## src/rtl/ssm_decap.sv

```systemverilog
// ssm_decap - receive side of the statistic sampling (SSM) link.
//
// Strips the one-line SSM metadata header from each encapsulated packet,
// re-marks the head/body/tail flags on the remaining lines and forwards the
// original packet together with its valid word. The metadata timestamp and
// sequence number are presented on meta_ts/meta_seq when a good packet's
// valid is forwarded. Packet, runt, protocol-error and sequence-gap
// statistics are kept for the host.
//
// Ports
//   clk, rst               system clock, synchronous active-high reset
//   pktin_data[133:0]      [133:132] 01 head / 11 body / 10 tail,
//                          [131:128] invalid byte count, [127:0] data
//   pktin_data_wr          input line strobe
//   pktin_data_valid(_wr)  per-packet keep/discard word and its strobe
//   cnt_rst                synchronous clear of the statistic counters
//   pktout_data(_wr)       decapsulated line and strobe (same format)
//   pktout_data_valid(_wr) forwarded or generated valid and its strobe
//   meta_ts, meta_seq      metadata of the last good packet
//   meta_wr                pulses with a forwarded valid of 1
//   pkt_num, runt_num,     good packets, dropped runts, protocol errors,
//   err_num, gap_num       summed missing sequence numbers (all saturating)
//
// FSM states
//   state | meaning
//   IDLE  | waiting for a packet head (metadata line)
//   META  | metadata captured, waiting for the first payload line
//   DATA  | one payload line sits in the hold register
//   FLUSH | the tail is in the hold register and leaves this cycle

module ssm_decap #(
  parameter int MIN_LINES = 2
) (
  input  logic         clk,
  input  logic         rst,
  input  logic [133:0] pktin_data,
  input  logic         pktin_data_wr,
  input  logic         pktin_data_valid,
  input  logic         pktin_data_valid_wr,
  input  logic         cnt_rst,
  output logic [133:0] pktout_data,
  output logic         pktout_data_wr,
  output logic         pktout_data_valid,
  output logic         pktout_data_valid_wr,
  output logic [47:0]  meta_ts,
  output logic [31:0]  meta_seq,
  output logic         meta_wr,
  output logic [31:0]  pkt_num,
  output logic [15:0]  runt_num,
  output logic [15:0]  err_num,
  output logic [31:0]  gap_num
);

  localparam logic [1:0] FLAG_HEAD = 2'b01;
  localparam logic [1:0] FLAG_BODY = 2'b11;
  localparam logic [1:0] FLAG_TAIL = 2'b10;

  typedef enum logic [1:0] {IDLE, META, DATA, FLUSH} state_t;

  state_t state, state_nxt;

  logic         in_head, in_tail;
  logic [133:0] hold_line;
  logic [15:0]  line_cnt;
  logic [47:0]  cur_ts;
  logic [31:0]  cur_seq;
  logic         short_pkt;

  logic         cap_meta, hold_ld, emit, gen_abort;
  logic         runt_ev, err_ev, push_ev, push_runt;
  logic [1:0]   hold_flag, emit_flag;

  // Packets whose tail has been accepted but whose upstream valid has not
  // arrived yet. Valids arrive in packet order, so the oldest entry owns the
  // next incoming valid strobe; runt entries simply swallow it.
  logic [1:0]   fifo_cnt;
  logic         fifo_rp, fifo_wp;
  logic         fifo_runt [2];
  logic [47:0]  fifo_ts   [2];
  logic [31:0]  fifo_seq  [2];
  logic         pop, bypass, do_push, pend_set;

  logic         pend_vld, pend_val;
  logic [47:0]  pend_ts;
  logic [31:0]  pend_seq;
  logic         fire, good;

  logic         exp_vld;
  logic [31:0]  exp_seq;
  logic [31:0]  gap_diff;
  logic [32:0]  gap_sum;
  logic         gap_hit;

  assign in_head   = pktin_data_wr && (pktin_data[133:132] == FLAG_HEAD);
  assign in_tail   = pktin_data_wr && (pktin_data[133:132] == FLAG_TAIL);
  assign short_pkt = (int'(line_cnt) + 1) < MIN_LINES;

  always_ff @(posedge clk) begin
    if (rst) state <= IDLE;
    else     state <= state_nxt;
  end

  always_comb begin
    state_nxt = state;
    cap_meta  = 1'b0;
    hold_ld   = 1'b0;
    hold_flag = FLAG_BODY;
    emit      = 1'b0;
    emit_flag = hold_line[133:132];
    gen_abort = 1'b0;
    runt_ev   = 1'b0;
    err_ev    = 1'b0;
    push_ev   = 1'b0;
    push_runt = 1'b0;
    case (state)
      IDLE: begin
        if (in_head) begin
          cap_meta  = 1'b1;
          state_nxt = META;
        end else if (pktin_data_wr) begin
          err_ev = 1'b1;
        end
      end
      META: begin
        if (in_tail) begin
          runt_ev   = 1'b1;
          push_ev   = 1'b1;
          push_runt = 1'b1;
          state_nxt = IDLE;
        end else if (in_head) begin
          err_ev   = 1'b1;
          cap_meta = 1'b1;
        end else if (pktin_data_wr) begin
          hold_ld   = 1'b1;
          hold_flag = FLAG_HEAD;
          state_nxt = DATA;
        end
      end
      DATA: begin
        if (in_head) begin
          // missing tail: close the packet on the held line and discard it
          emit      = 1'b1;
          emit_flag = FLAG_TAIL;
          gen_abort = 1'b1;
          err_ev    = 1'b1;
          cap_meta  = 1'b1;
          state_nxt = META;
        end else if (in_tail) begin
          if (short_pkt) begin
            runt_ev   = 1'b1;
            push_ev   = 1'b1;
            push_runt = 1'b1;
            state_nxt = IDLE;
          end else begin
            emit      = 1'b1;
            hold_ld   = 1'b1;
            hold_flag = FLAG_TAIL;
            push_ev   = 1'b1;
            state_nxt = FLUSH;
          end
        end else if (pktin_data_wr) begin
          emit    = 1'b1;
          hold_ld = 1'b1;
        end
      end
      FLUSH: begin
        emit = 1'b1;
        if (in_head) begin
          cap_meta  = 1'b1;
          state_nxt = META;
        end else begin
          err_ev    = pktin_data_wr;
          state_nxt = IDLE;
        end
      end
      default: state_nxt = IDLE;
    endcase
  end

  always_ff @(posedge clk) begin
    if (rst) begin
      hold_line <= '0;
      line_cnt  <= '0;
      cur_ts    <= '0;
      cur_seq   <= '0;
    end else begin
      if (cap_meta) begin
        cur_ts  <= pktin_data[127:80];
        cur_seq <= pktin_data[79:48];
      end
      if (hold_ld) begin
        hold_line <= {hold_flag, pktin_data[131:0]};
        if (hold_flag == FLAG_HEAD)  line_cnt <= 16'd1;
        else if (line_cnt != '1)     line_cnt <= line_cnt + 16'd1;
      end
    end
  end

  assign pop      = pktin_data_valid_wr && (fifo_cnt != 2'd0);
  // valid strobe in the same cycle as the tail, nothing older outstanding
  assign bypass   = pktin_data_valid_wr && (fifo_cnt == 2'd0) && push_ev;
  assign do_push  = push_ev && !bypass && ((fifo_cnt != 2'd2) || pop);
  assign pend_set = (pop && !fifo_runt[fifo_rp]) || (bypass && !push_runt);

  always_ff @(posedge clk) begin
    if (rst) begin
      fifo_cnt <= '0;
      fifo_rp  <= 1'b0;
      fifo_wp  <= 1'b0;
    end else begin
      if (do_push) fifo_wp <= ~fifo_wp;
      if (pop)     fifo_rp <= ~fifo_rp;
      fifo_cnt <= fifo_cnt + {1'b0, do_push} - {1'b0, pop};
    end
  end

  always_ff @(posedge clk) begin
    if (do_push) begin
      fifo_runt[fifo_wp] <= push_runt;
      fifo_ts[fifo_wp]   <= cur_ts;
      fifo_seq[fifo_wp]  <= cur_seq;
    end
  end

  // A pending valid always belongs to a packet whose tail is already in the
  // output register or being loaded into it, so it may fire at once. An
  // abort-generated valid owns the strobe; the pending one waits a cycle.
  assign fire = pend_vld && !gen_abort;
  assign good = fire && pend_val;

  always_ff @(posedge clk) begin
    if (rst) begin
      pend_vld <= 1'b0;
      pend_val <= 1'b0;
      pend_ts  <= '0;
      pend_seq <= '0;
    end else if (pend_set) begin
      pend_vld <= 1'b1;
      pend_val <= pktin_data_valid;
      pend_ts  <= pop ? fifo_ts[fifo_rp]  : cur_ts;
      pend_seq <= pop ? fifo_seq[fifo_rp] : cur_seq;
    end else if (fire) begin
      pend_vld <= 1'b0;
    end
  end

  always_ff @(posedge clk) begin
    if (rst) begin
      pktout_data          <= '0;
      pktout_data_wr       <= 1'b0;
      pktout_data_valid    <= 1'b0;
      pktout_data_valid_wr <= 1'b0;
      meta_ts              <= '0;
      meta_seq             <= '0;
      meta_wr              <= 1'b0;
    end else begin
      pktout_data_wr       <= emit;
      pktout_data_valid_wr <= gen_abort || fire;
      pktout_data_valid    <= good;
      meta_wr              <= good;
      if (emit) pktout_data <= {emit_flag, hold_line[131:0]};
      if (good) begin
        meta_ts  <= pend_ts;
        meta_seq <= pend_seq;
      end
    end
  end

  assign gap_diff = pend_seq - exp_seq;
  assign gap_sum  = {1'b0, gap_num} + {1'b0, gap_diff};
  assign gap_hit  = good && exp_vld && (pend_seq > exp_seq);

  always_ff @(posedge clk) begin
    if (rst) begin
      exp_vld <= 1'b0;
      exp_seq <= '0;
    end else if (good) begin
      exp_vld <= 1'b1;
      exp_seq <= pend_seq + 32'd1;
    end
  end

  always_ff @(posedge clk) begin
    if (rst || cnt_rst) begin
      pkt_num  <= '0;
      runt_num <= '0;
      err_num  <= '0;
      gap_num  <= '0;
    end else begin
      if (good && (pkt_num != '1))     pkt_num  <= pkt_num + 32'd1;
      if (runt_ev && (runt_num != '1)) runt_num <= runt_num + 16'd1;
      if (err_ev && (err_num != '1))   err_num  <= err_num + 16'd1;
      if (gap_hit)                     gap_num  <= gap_sum[32] ? '1 : gap_sum[31:0];
    end
  end

endmodule

```

## config.mk

```make
export PLATFORM = sky130hd
export DESIGN_NAME = ssm_decap
export DESIGN_NICKNAME = d
export VERILOG_FILES = /design/src/rtl/ssm_decap.sv
export SDC_FILE = /design/constraint.sdc
export NUM_CORES = 2
export LEC_CHECK = 0
export ABC_AREA = 1
export BUFFER_PORTS_ARGS = -buffer_cell sky130_fd_sc_hd__buf_2
export CAP_MARGIN = 5
export CORE_MARGIN = 2
export CORE_UTILIZATION = 40
export DETAILED_ROUTE_END_ITERATION = 8
export SYNTH_ARGS = -nofsm -noshare
export SYNTH_HDL_FRONTEND = slang
export SYNTH_SLANG_ARGS = --single-unit
```

## constraint.sdc

```tcl
create_clock -name clk -period 9.7 [get_ports clk]
set_input_delay 0.97 -clock clk [delete_from_list [all_inputs] [get_ports clk]]
set_output_delay 0.97 -clock clk [all_outputs]
set_load 0.05 [all_outputs]
```

==> results_tabular.tex <==
\begin{tabular}{lr}
\hline
Metric & Value \\
\hline
\multicolumn{2}{l}{\textbf{Setup path}} \\
\quad Data required time of the worst path & 10260 ps \\
\quad Arrival time of the worst setup path & 5620 ps \\
\quad Largest driver fanout on the critical path & 67 \\
\quad Worst-path cell with the longest stage delay & nand2\_1 \\
\quad Crit end category & flip-flop \\
\quad Chain of cells forming the critical path & buf\_2 > inv\_1 > nand3\_4 > inv\_2 > buf\_4 > nand2\_1 > nand2\_4 > inv\_4 > nand2\_1 > clkinv\_1 > nand4\_1 > nor2\_1 > nand3\_1 > nand2\_1 > inv\_1 > nor2\_1 \\
\quad Startpoint-to-endpoint class of the critical path & primary input to flip-flop \\
\quad Capturing point of the worst reg2reg path & fifo\_seq[0][27] \\
\quad Kind of cell adding the most delay to the critical path & simple AND/OR/NAND/NOR gates \\
\quad Worst r2r path cells & 6 \\
\quad Largest stage delay on the critical path & around 630 ps \\
\quad Slack of the worst reg-to-reg path & 5190 ps \\
\quad Startpoint type of the worst setup path & primary input \\
\quad Library cell appearing most often on the critical path & nand2\_1 \\
\quad Worst path bufs/invs & 7 \\
\quad Reg2reg start & fifo\_cnt[0] \\
\multicolumn{2}{l}{\textbf{CTS}} \\
\quad Clock insertion delay at the later pin of the skew report & 670 ps \\
\quad Clock transition at the registers of the reported paths & around 60 ps \\
\quad Root buffer selected by CTS & clkbuf\_16 \\
\quad CTS tree & yes \\
\quad TritonCTS sink count & around 830 \\
\quad Number of CTS-inserted buffers & between 80 and 90 \\
\quad \# hold bufs at CTS & 0 \\
\quad Cells resized by post-CTS repair & 0 \\
\quad Depth of the CTS H-tree & 3 \\
\quad Bufs on Longest Clock Path & 3 \\
\quad Postcts setup bufs & 0 \\
\multicolumn{2}{l}{\textbf{Finish}} \\
\quad Fraction of layout cells with a size suffix above 1 & between 10\% and 20\% \\
\quad Area delta synth->final & 16.2\% \\
\quad Footprint of the flip-flops and latches & between 15000 and 20000 um\^{}2 \\
\quad Filler-free cell count of the finished design & 6108 \\
\quad Filler cells & 8935 \\
\quad Fin nets & 5080 \\
\quad Area occupied by multi-input gates & 15200 um\^{}2 \\
\multicolumn{2}{l}{\textbf{Route}} \\
\quad Routed metal-1 wire length & 47.7 mm \\
\quad First-pass DRT Iterations & 5 \\
\quad Vias per inst & 5.07 \\
\quad Met2 layer wire length in the routed design & 47.9 mm \\
\quad Top routing layer in use & met4 \\
\quad Total routed wirelength & 105 mm \\
\quad Final routed wire length divided by cell count & 17.1 um \\
\quad Number of DRC violations after detailed routing & 0 \\
\quad Vias & 31000 \\
\quad Detailed-routed wire length on met3 & 6.22 mm \\
\quad Number of nets with antenna violations after detailed routing & 0 \\
\quad Violation count after the first detailed-routing iteration & between 2000 and 2500 \\
\multicolumn{2}{l}{\textbf{Logic synthesis}} \\
\quad Cell taking the most area after synthesis & dfxtp\_1 \\
\quad Net Count, Synth & 4758 \\
\quad Fraction of synthesized cell area taken by the top area cell type & 37.0\% \\
\quad Number of storage elements in the synthesis netlist & 827 \\
\quad Largest cells by area after synthesis & dfxtp\_1 37\%, edfxtp\_1 14\%, nand2\_1 9.5\%, nor2\_1 6.4\%, o21ai\_0 5.4\% \\
\quad Predominant post-synthesis flop cell & dfxtp\_1 \\
\quad Share of flip-flops with an asynchronous set or reset after synthesis & 0\% \\
\quad Synth top cells by count & 906 x nand2\_1, 665 x dfxtp\_1, 610 x nor2\_1, 390 x o21ai\_0, 382 x inv\_1 \\
\quad Number of enable-type register cells in the synthesized netlist & $\sim$160 \\
\quad Avg Inst Size Synth & between 7 and 8 um\^{}2 \\
\quad Library cells used by synthesis & 56 \\
\quad Dominant cell by count in the synthesized netlist & nand2\_1 \\
\quad Number of synthesis warnings & 0 \\
\quad Part of the Yosys area used for sequential elements & about 51\% \\
\quad Synth Instances & 4538 \\
\quad Cell Area, Synth & 35900 um\^{}2 \\
\multicolumn{2}{l}{\textbf{Floorplanning}} \\
\quad IO Pins & between 400 and 500 \\
\quad Initial core utilization & 40.5\% \\
\quad Die area & 92200 um\^{}2 \\
\quad Core region area & approximately 89000 um\^{}2 \\
\quad Die extent in y & 304 um \\
\quad Die W & around 300 um \\
\quad Number of standard-cell rows in the floorplan & 109 \\
\multicolumn{2}{l}{\textbf{Global route}} \\
\quad Tot GR Track Use & 22.0\% \\
\quad Vias in the first global route & about 30000 \\
\quad Maximum number of pins on one net before global-route repair & 215 \\
\quad Number of antenna violations at the first check in global routing & 7 \\
\quad Global-route wire length before repair & about 160 mm \\
\quad Sum of overflow across all layers after global routing & 0 \\
\multicolumn{2}{l}{\textbf{Pwr}} \\
\quad Sequential group share of total power & 43.9\% \\
\quad Proportion of power drawn by the clock network & slightly above 40\% \\
\quad Fraction of power consumed by combinational cells & 14.5\% \\
\quad Max VDD drop & about 0.15 mV \\
\quad Net switching power figure & 2.33 mW \\
\quad Leakage power of the design & 17.3 nW \\
\quad Internal power component & 5.95 mW \\
\quad Sw frac & about 28\% \\
\quad P per Cell Area & 198 nW/um\^{}2 \\
\multicolumn{2}{l}{\textbf{Timing}} \\
\quad Maximum clock frequency & 0.198 GHz \\
\quad Setup repair after global routing missed its margin & no \\
\quad Final Hold Viols & 0 \\
\quad Final Skew & 27.2 ps \\
\quad Final worst path period need & roughly 5100 ps \\
\quad Number of setup violations in the final report & 0 \\
\quad Relative slew slack & 18.6\% \\
\quad Slew at the pin closest to its max-slew limit & 1210 ps \\
\quad Total Negative Setup Slacks & 0 ps \\
\quad Final Max Slew Viols & 0 \\
\quad Portion of the clock cycle consumed by the worst path in the final layout & 52.1\% \\
\multicolumn{2}{l}{\textbf{Worst hold path}} \\
\quad Sink of the worst hold path & pktout\_data[122] \\
\quad Startpoint of the most critical hold path & hold\_line[122] \\
\quad Class of the tightest hold or removal check & flip-flop to flip-flop \\
\quad Hold path depth & 2 \\
\multicolumn{2}{l}{\textbf{Job}} \\
\quad Max-Cap Viols & 0 \\
\multicolumn{2}{l}{\textbf{Placement}} \\
\quad Quantity of I/O buffers inserted on ports & 453 \\
\quad Number of cells in the design after placement & 5934 \\
\quad Final RePlAce weighted congestion & between 0.9 and 1 \\
\quad Placed wire-length estimate after detailed placement & 70.9 mm \\
\multicolumn{2}{l}{\textbf{Status}} \\
\quad Run status & completed \\
\hline
\end{tabular}
[layout make-up]
cell class                      instances  area share (%)
Antenna cell                            7          0.0420
Clock buffer                          140            6.26
Clock inverter                         27           0.851
Inverter                              391            3.57
Multi-Input combinational cell       3075            36.3
Sequential cell                       827            43.6
Tap cell                             1165            3.49
Timing Repair Buffer                  476            5.88
[worst reg2reg max path: stages, from the launching register on]
cell and delay [ps]:
dfxtp_1 380, inv_1 110, a21oi_4 780, buf_4 810
o311ai_0 540, nor2_4 600, buf_4 840
[state kept, by name, summed over array words and instances, names as in the netlist, 2 cells and up, named ones only]
| register | flops |
|---|---|
| meta_ts | 48 |
| exp_seq | 32 |
| err_num | 16 |
| meta_seq | 32 |
| cur_ts | 48 |
| fifo_ts | 96 |
| gap_num | 32 |
| fifo_seq | 64 |
| pend_seq | 32 |
| state | 2 |
| pkt_num | 32 |
| runt_num | 16 |
| cur_seq | 32 |
| pend_ts | 48 |
| line_cnt | 16 |
| hold_line | 134 |
| fifo_runt | 2 |
| fifo_cnt | 2 |
| pktout_data | 134 |
[worst max-delay path by stage]
stage / startpoint / end / slack, ps / cells past startpoint
after floorplan: pktin_data[133] / fifo_runt[1] / 3990 / 6
after global placement: pktin_data[133] / pkt_num[28] / 3970 / 16
after detailed placement: pktin_data[133] / pkt_num[28] / 3930 / 16
after CTS: pktin_data[133] / pkt_num[28] / 4660 / 16
after global routing: pktin_data[133] / pkt_num[28] / 4110 / 15
final: pktin_data[133] / pkt_num[28] / 4650 / 16
[layer usage]
layer | GRT usage, % | vias to the layer above
met4 | 7.20 | 0
met3 | 4.55 | 143
li1 | - | 15700
met2 | 36.1 | 681
met1 | 29.0 | 14400
met5 | 0 | -
[power groups by stage]
stage	registers, mW	clock network (mW)	logic (mW)
6_report	3.64	3.44	1.20
4_1_cts	3.64	3.52	1.21
3_5_place_dp	3.71	0	1.20
3_3_place_gp	3.71	0	1.20
5_1_grt	3.65	3.65	1.35
2_1_floorplan	3.68	0	0.875
[through the flow]
stage / utilization (%) / setup slack [ps] / power, mW / cell area, um^2 / hold slack [ps]
6_report: 47.1 / 4650 / 8.28 / 41700 / 442
5_1_grt: 47.1 / 4110 / 8.65 / 41700 / 457
4_1_cts: 47.1 / 4660 / 8.36 / 41700 / 434
3_5_place_dp: 43.7 / 3930 / 4.91 / 38800 / 430
3_3_place_gp: 43.7 / 3970 / 4.91 / 38800 / 423
2_1_floorplan: - / 3990 / 4.55 / 35900 / 420
[cell families after synthesis]
kind of cell	Yosys count	share of synthesized area (%)
fa+ha+maj	80	2.83
flops	827	50.6
simple gates	1957	22.6
buf+inv	636	7.36
compound gates	951	14.5
xor+xnor	87	2.12
[layout by cell type, fill, tap and decap left out, drive strengths merged, types with 3 or more instances in the layout]
master / Yosys / layout
nand2: 915 / 915
dfxtp: 665 / 665
nor2: 628 / 628
buf: 76 / 476
o21ai: 466 / 466
inv: 388 / 390
a21oi: 280 / 280
nand3: 251 / 251
edfxtp: 162 / 162
clkbuf: 169 / 140
o211ai: 90 / 90
nor3: 80 / 80
ha: 78 / 78
a31oi: 65 / 65
xor2: 57 / 57
nand4: 55 / 55
xnor2: 30 / 30
clkinv: 3 / 20
nor4: 18 / 18
a211oi: 18 / 18
a21o: 9 / 9
diode: 0 / 7
nor3b: 5 / 5
bufinv: 0 / 5
a21boi: 4 / 4
o21a: 3 / 3
o21bai: 3 / 3
o221ai: 3 / 3
nand3b: 3 / 3
o22ai: 3 / 3
clkinvlp: 0 / 3
Power figures use the tool's default switching activity.
